==> config.mk <==
export PLATFORM = sky130hd
export DESIGN_NAME = adder_sum_accumulator_flat
export DESIGN_NICKNAME = d
export VERILOG_FILES = /design/src/rtl/adder_sum_accumulator_if.sv /design/src/rtl/adder_sum_accumulator.sv /design/src/flat_wrapper.sv
export SDC_FILE = /design/constraint.sdc
export NUM_CORES = 1
export LEC_CHECK = 0
export CAP_MARGIN = 10
export CORE_AREA = 2 2 48 50
export CTS_CLUSTER_SIZE = 28
export DETAILED_ROUTE_END_ITERATION = 8
export DIE_AREA = 0 0 50 52
export GPL_TIMING_DRIVEN = 0
export PLACE_DENSITY = 0.74
export RECOVER_POWER = 100
export SLEW_MARGIN = 0
export SYNTH_ARGS = -nofsm -noshare
export SYNTH_HDL_FRONTEND = slang
export SYNTH_SLANG_ARGS = --single-unit
==> constraint.sdc <==
create_clock -name clk -period 2.6 [get_ports clk]
set_input_delay 0.78 -clock clk [delete_from_list [all_inputs] [get_ports clk]]
set_output_delay 0.78 -clock clk [all_outputs]
set_load 0.05 [all_outputs]
==> src/rtl/adder_sum_accumulator_if.sv <==
// Handshake bundle between the upstream 4-bit adder, the batch accumulator and the result consumer.
// Latency: n/a (wires only).
// Backpressure: in_valid/in_ready on the sum side, acc_valid/acc_ready on the result side.
// Ports: sum_in/in_valid/clear/acc_ready into the block; in_ready/acc_out/overflow/acc_valid/sample_cnt out of it.
interface adder_sum_accumulator_if #(
    parameter int ACC_W = 8,
    parameter int BATCH = 16
);
    localparam int CNT_W = $clog2(BATCH);

    logic [4:0]       sum_in;
    logic             in_valid;
    logic             in_ready;
    logic             clear;
    logic [ACC_W-1:0] acc_out;
    logic             overflow;
    logic             acc_valid;
    logic             acc_ready;
    logic [CNT_W-1:0] sample_cnt;

    // Producer/consumer side (drives sums and consumes results).
    modport master (
        output sum_in, in_valid, clear, acc_ready,
        input  in_ready, acc_out, overflow, acc_valid, sample_cnt
    );

    // Accumulator side.
    modport slave (
        input  sum_in, in_valid, clear, acc_ready,
        output in_ready, acc_out, overflow, acc_valid, sample_cnt
    );
endinterface

==> src/rtl/adder_sum_accumulator.sv <==
// Accumulates BATCH 5-bit adder sums into an ACC_W-bit total with sticky overflow (saturate or wrap).
// Latency: result valid 1 cycle after the BATCH-th accepted sum.
// Backpressure: in_ready drops for the whole DRAIN phase until acc_valid && acc_ready; both flags come from state only.
// Ports: clk, rst (async, active-high); bus (slave modport) carries sum/result handshakes, clear and sample_cnt.
module adder_sum_accumulator #(
    parameter int ACC_W    = 8,
    parameter int BATCH    = 16,
    parameter int SATURATE = 1
) (
    input  logic                     clk,
    input  logic                     rst,
    adder_sum_accumulator_if.slave   bus
);
    localparam int CNT_W = $clog2(BATCH);

    typedef enum logic {
        ACCUM = 1'b0,
        DRAIN = 1'b1
    } state_t;

    state_t           r_state;
    logic [ACC_W-1:0] r_acc;
    logic             r_ovf;
    logic [CNT_W-1:0] r_cnt;

    state_t           w_state_nxt;
    logic [ACC_W-1:0] w_acc_nxt;
    logic             w_ovf_nxt;
    logic [CNT_W-1:0] w_cnt_nxt;
    logic [ACC_W:0]   w_sum;

    // One extra bit so the carry out of the accumulator is visible.
    assign w_sum = {1'b0, r_acc} + {{(ACC_W-4){1'b0}}, bus.sum_in};

    always_ff @(posedge clk or posedge rst) begin
        if (rst) begin
            r_state <= ACCUM;
            r_acc   <= '0;
            r_ovf   <= 1'b0;
            r_cnt   <= '0;
        end else begin
            r_state <= w_state_nxt;
            r_acc   <= w_acc_nxt;
            r_ovf   <= w_ovf_nxt;
            r_cnt   <= w_cnt_nxt;
        end
    end

    always_comb begin
        w_state_nxt = r_state;
        w_acc_nxt   = r_acc;
        w_ovf_nxt   = r_ovf;
        w_cnt_nxt   = r_cnt;

        if (bus.clear) begin
            // Abort wins over both accept and result handshake.
            w_state_nxt = ACCUM;
            w_acc_nxt   = '0;
            w_ovf_nxt   = 1'b0;
            w_cnt_nxt   = '0;
        end else begin
            case (r_state)
                ACCUM: begin
                    if (bus.in_valid) begin
                        if (w_sum[ACC_W]) begin
                            w_ovf_nxt = 1'b1;
                            // A saturated acc re-carries on any non-zero sum, so it stays clamped.
                            w_acc_nxt = (SATURATE != 0) ? {ACC_W{1'b1}} : w_sum[ACC_W-1:0];
                        end else begin
                            w_acc_nxt = w_sum[ACC_W-1:0];
                        end
                        // Power-of-two BATCH: the counter wraps to 0 on the last sum by itself.
                        w_cnt_nxt = r_cnt + CNT_W'(1);
                        if (r_cnt == CNT_W'(BATCH - 1)) begin
                            w_state_nxt = DRAIN;
                        end
                    end
                end
                DRAIN: begin
                    if (bus.acc_ready) begin
                        w_state_nxt = ACCUM;
                        w_acc_nxt   = '0;
                        w_ovf_nxt   = 1'b0;
                        w_cnt_nxt   = '0;
                    end
                end
                default: w_state_nxt = ACCUM;
            endcase
        end
    end

    assign bus.in_ready   = (r_state == ACCUM);
    assign bus.acc_valid  = (r_state == DRAIN);
    assign bus.acc_out    = r_acc;
    assign bus.overflow   = r_ovf;
    assign bus.sample_cnt = r_cnt;
endmodule

==> src/flat_wrapper.sv <==
// flat-port wrapper written by rule: the top's interface ports become plain ports
module adder_sum_accumulator_flat 
#(
    parameter int ACC_W    = 8,
    parameter int BATCH    = 16,
    parameter int SATURATE = 1
)
  (clk, rst, bus_sum_in, bus_in_valid, bus_clear, bus_acc_ready, bus_in_ready, bus_acc_out, bus_overflow, bus_acc_valid, bus_sample_cnt);
  adder_sum_accumulator_if #(.ACC_W(ACC_W), .BATCH(BATCH)) bus_i ();
  input  logic clk;
  input  logic rst;
  input wire logic [$bits(bus_i.sum_in)-1:0] bus_sum_in;
  input wire logic [$bits(bus_i.in_valid)-1:0] bus_in_valid;
  input wire logic [$bits(bus_i.clear)-1:0] bus_clear;
  input wire logic [$bits(bus_i.acc_ready)-1:0] bus_acc_ready;
  output wire logic [$bits(bus_i.in_ready)-1:0] bus_in_ready;
  output wire logic [$bits(bus_i.acc_out)-1:0] bus_acc_out;
  output wire logic [$bits(bus_i.overflow)-1:0] bus_overflow;
  output wire logic [$bits(bus_i.acc_valid)-1:0] bus_acc_valid;
  output wire logic [$bits(bus_i.sample_cnt)-1:0] bus_sample_cnt;
  assign bus_i.sum_in = bus_sum_in;
  assign bus_i.in_valid = bus_in_valid;
  assign bus_i.clear = bus_clear;
  assign bus_i.acc_ready = bus_acc_ready;
  assign bus_in_ready = bus_i.in_ready;
  assign bus_acc_out = bus_i.acc_out;
  assign bus_overflow = bus_i.overflow;
  assign bus_acc_valid = bus_i.acc_valid;
  assign bus_sample_cnt = bus_i.sample_cnt;
  adder_sum_accumulator #(.ACC_W(ACC_W), .BATCH(BATCH), .SATURATE(SATURATE)) u_core (.clk(clk), .rst(rst), .bus(bus_i));
endmodule
**Word level (Yosys, flattened, before mapping)**

Index checks and enable logic that the tools add are counted.

- Add/sub/neg operators: 2
- Multiplexer cells: 19
- Reductions and logical operators: 2
- Eq/ne operators: 4
- Bitwise gates (word level): 1

Operator list:

| cell | number |
|---|---|
| $mux 8 | 4 |
| $pmux 8 s2 | 1 |
| $mux 4 | 3 |
| $add 8x5->9 | 1 |
| $mux 1 | 8 |
| $pmux 4 s2 | 1 |
| $ne 3x3->1 const B | 2 |
| $add 4x1->4 const B | 1 |
| $eq 4x4->1 const B | 1 |
| $pmux 1 s2 | 2 |
| $ne 3x2->1 const B | 1 |
| $reduce_and 3->1 | 1 |
| $reduce_and 2->1 | 1 |
| $not 1->1 | 1 |

- Output and inout port bits: 15
- Bits of input ports: 10
- Register bits: 14

**Logic depth before layout (Yosys ltp)**

Gate-level depths: netlist of run 1.

- Depth in word-level cells: 5
- Gate-level depth with buffers: 6
- Gate-level depth less buffers: 6

**Least setup slack after synthesis of run 1**

Ideal clock, no wire load.

- Path type: input port to flip-flop
- From: input bus_sum_in[0]
- To: register u_core.r_acc[5], in the netlist u_core.bus.acc_out[5]
- Cell stages on the path: 6
- Arrival time: 2.291 ns
- Buffers on the path: 0
- Setup slack: 0.185 ns
- Cell sequence: ha_1 -> fa_1 -> a211oi_2 -> o21bai_2 -> a32o_1 -> a211o_1

- Cells in the longest elaborated chain, start to end: 5

RTL lines:

| element | line | source |
|---|---|---|
| start: declaration | flat_wrapper.sv:12 | `input wire logic [$bits(bus_i.sum_in)-1:0] bus_sum_in;` |
| $add 8x5->9 | adder_sum_accumulator.sv:33 | `assign w_sum = {1'b0, r_acc} + {{(ACC_W-4){1'b0}}, bus.sum_in};` |
| $mux 8 | adder_sum_accumulator.sv:65 | `if (w_sum[ACC_W]) begin` |
| $mux 8 | adder_sum_accumulator.sv:64 | `if (bus.in_valid) begin` |
| $pmux 8 s2 | adder_sum_accumulator.sv:62 | `case (r_state)` |
| $mux 8 | adder_sum_accumulator.sv:55 | `if (bus.clear) begin` |
| end signal: assignment | adder_sum_accumulator.sv:43 | `r_acc <= w_acc_nxt;` |
| end: declaration | adder_sum_accumulator.sv:22 | `logic [ACC_W-1:0] r_acc;` |

Every way passes these cells. The select of a mux whose other input is x is not followed.
A chain may end at the register's enable or synchronous reset.

**Final worst setup path of run 1**

Ends and elaborated chain as after synthesis.

==> impl_metrics.tcl, run 1 <==
set metrics [dict create \
    leakagePower_uw 0.000591 \
    status "complete, no violations" \
    cts_hold_buf 0 \
    hold_class "flop to flop" \
    slew_headroom_pct 53.7 \
    drt-wirelength-per-cell_microns 13.3 \
    grt_usage_pct 16.2 \
    ys_seq_elements 14 \
    cts_htree_levels 1 \
    ys_types 35 \
    synth-seq-area-share_pct 38.8 \
    grt_pass1_wl_mm 3.19 \
    antenna_found_initial 0 \
    die_w_microns 50 \
    tightest_slew_ps 691 \
    hold_start "u_core.bus.acc_out[0]" \
    die_h_microns 52 \
    drt_wl_total_mm 2.01 \
    core_area_sq_mm 0.00211 \
    cts_buffers 3 \
    critPathLaunch "bus_sum_in[0]" \
    final_cell_mix "dlygate4sd3_1 (16), dfrtp_1 (14), nand2_1 (10)" \
    area.growth.synth_to_final_pct 37.3 \
    synth_top_cells_by_area "dfrtp_1 (39%), ha_1 (8.3%), o21ai_0 (4.4%)" \
    critPathKind "input port to flop" \
    power.density_mw_per_mm2 485 \
    fillers 184 \
    multiInputGateArea_sq_um 537 \
    worstReg2RegStart "u_core.bus.acc_out[0]" \
    post-route-period-util_pct 98.1 \
    via_count 837 \
    cts_tree "built" \
    arrival_ps 2720 \
    gr-total-overflow 0 \
    num_rows 17 \
    ant_nets 0 \
    drive_above_1_share_pct 15.4 \
    grt_pass1_vias 752 \
    dpl.hpwl_mm 1.45 \
    insertion_delay_ps 280 \
    slew_violations 0 \
    final_common_cell "dlygate4sd3_1" \
    clockRootBuffer "clkbuf_4" \
    io_buffers 23 \
    layout_setup_ws_ps 50.7 \
    antennaDiodeCount 0 \
    initial_core_util_pct 42.9 \
    drt-pass1-iter-count 4 \
    maxCapViolCount 0 \
    power_uw 602 \
    setup_viol 0 \
    hold_viol_final 0 \
    rsz0062_at_grt "false" \
    fin_worst_skew_ps 8.09 \
    required_ps 2770 \
    ios 25 \
    vias_per_cell 5.54 \
    end_kind "flop" \
    seq_area_sq_um 350 \
    synthCells 92 \
    cp-start-kind "input port" \
    pre_cts_ws_ps -359 \
    place.gp.congestion 0.811 \
    synth_top_cell_area_share_pct 38.8 \
    post-route-util_pct 58.9 \
    syn_avg_cell_area_sq_um 9.82 \
    grt_start_max_net_pins 15 \
    path_clk_slew_ps 90 \
    final.min_clock_period_ps 2550 \
    clockBufferDepth 2 \
    syn_area_sq_um 903 \
    crit_path_max_fanout 8 \
    synth_nets 109 \
    finalNetCount 141 \
    drtIter0Drc 21 \
    max_freq_mhz 392 \
    yosysWarnings 0 \
    drcViolationCount 0 \
    synth_area_leader_cell "dfrtp_1" \
    ir_worst_vdd_mv 0.279 \
    clock-sinks 14 \
    die_area_sq_mm 0.00260 \
]
## report_power, final
part           internal, uW  switching, uW
combinational          82.3            119
sequential              230           13.0
clock                  85.2           71.9
## metrics by stage
stage / instances / setup TNS [ps] / hold WS (ps) / cell area, sq um
after CTS: 147 / 0 / 537 / 1210
after global routing: 151 / 0 / 566 / 1240
final: 151 / 0 / 527 / 1240
after global placement: 143 / -1570 / 500 / 1170
after detailed placement: 143 / -1750 / 511 / 1170
after floorplan: 92 / 0 / 669 / 903
## Yosys cell counts
master	count
o21bai_1	1
nor2_1	7
nand2b_1	1
o31ai_1	1
nor3b_1	1
nand2_1	10
a211oi_2	2
o21bai_2	1
and2_4	1
fa_1	1
a32o_1	1
a2bb2oi_1	2
a211o_1	1
and3_1	1
nor4_1	1
inv_1	3
or2_2	1
ha_1	6
a21o_1	3
a211oi_1	5
a22o_1	1
nor2b_4	1
dfrtp_1	14
a32oi_1	2
xor2_1	2
a21oi_1	4
o22a_1	1
o211ai_1	1
o21ai_0	8
o31a_1	1
nor3_1	2
nor3_4	1
a41oi_1	1
nor2b_1	1
buf_2	2
## registers in the layout (all words and copies together) (netlist names)
signal / count
u_core.bus.sample_cnt: 4
u_core.bus.acc_valid: 1
u_core.bus.overflow: 1
u_core.bus.acc_out: 8
## path summary, 6_finish.rpt
kind | to | slack (ps) | depth (start not counted)
worst max-delay path | u_core.bus.acc_out[5] | 50 | 7
worst min-delay path | u_core.bus.acc_out[0] | 530 | 2
worst max register to register | u_core.bus.acc_out[5] | 530 | 6
worst min register to register | u_core.bus.acc_out[0] | 530 | 2
max in group asynchronous | u_core.bus.acc_out[5] | 1260 | 2
min in group asynchronous | u_core.bus.acc_out[0] | 970 | 2
## what timing repair did
item	4_1_cts	5_1_grt
pin swaps	1	3
buffers inserted	0	4
endpoints found under the setup margin	2	2
resized for setup	2	3
## layout make-up
class,instances,area share (%)
Clock buffer,4,2.93
Tap cell,28,2.83
Multi-Input combinational cell,73,43.3
Sequential cell,14,28.3
Timing Repair Buffer,27,21.0
Inverter,3,0.908
Buffer,2,0.807
## kinds of logic after synthesis
group                    after synthesis  share of synthesized area, %
AO/OA/AOI/OAI                         36                          29.6
XOR/XNOR                               2                          1.94
adder cells (fa/ha/maj)                7                          10.5
buffers and inverters                  5                          2.35
flip-flops                            14                          38.8
AND/OR/NAND/NOR                       28                          16.8
## worst max-delay path: stages
cell and delay [ps]:
clkdlybuf4s50_1 410, ha_2 200, fa_2 390, a211oi_2 330, o21bai_4 130, a32o_1 240
a211o_1 220
## per-layer routing
| layer | global-route usage, % | up-vias | part of all wire (%) |
|---|---|---|---|
| met1 | 21.5 | 403 | 46 |
| met4 | 5.56 | 0 | 1.4 |
| met5 | 0 | - | 0 |
| met3 | 2.59 | 5 | 4.3 |
| li1 | - | 408 | - |
| met2 | 26.8 | 21 | 49 |
Power figures use the tool's default switching activity.
==> run 2: changes to the inputs <==
HOLD_SLACK_MARGIN = 0.08   (was not set)
==> results of run 2 <==
No change in the layout: final DEF, timing and power equal those of run 1.
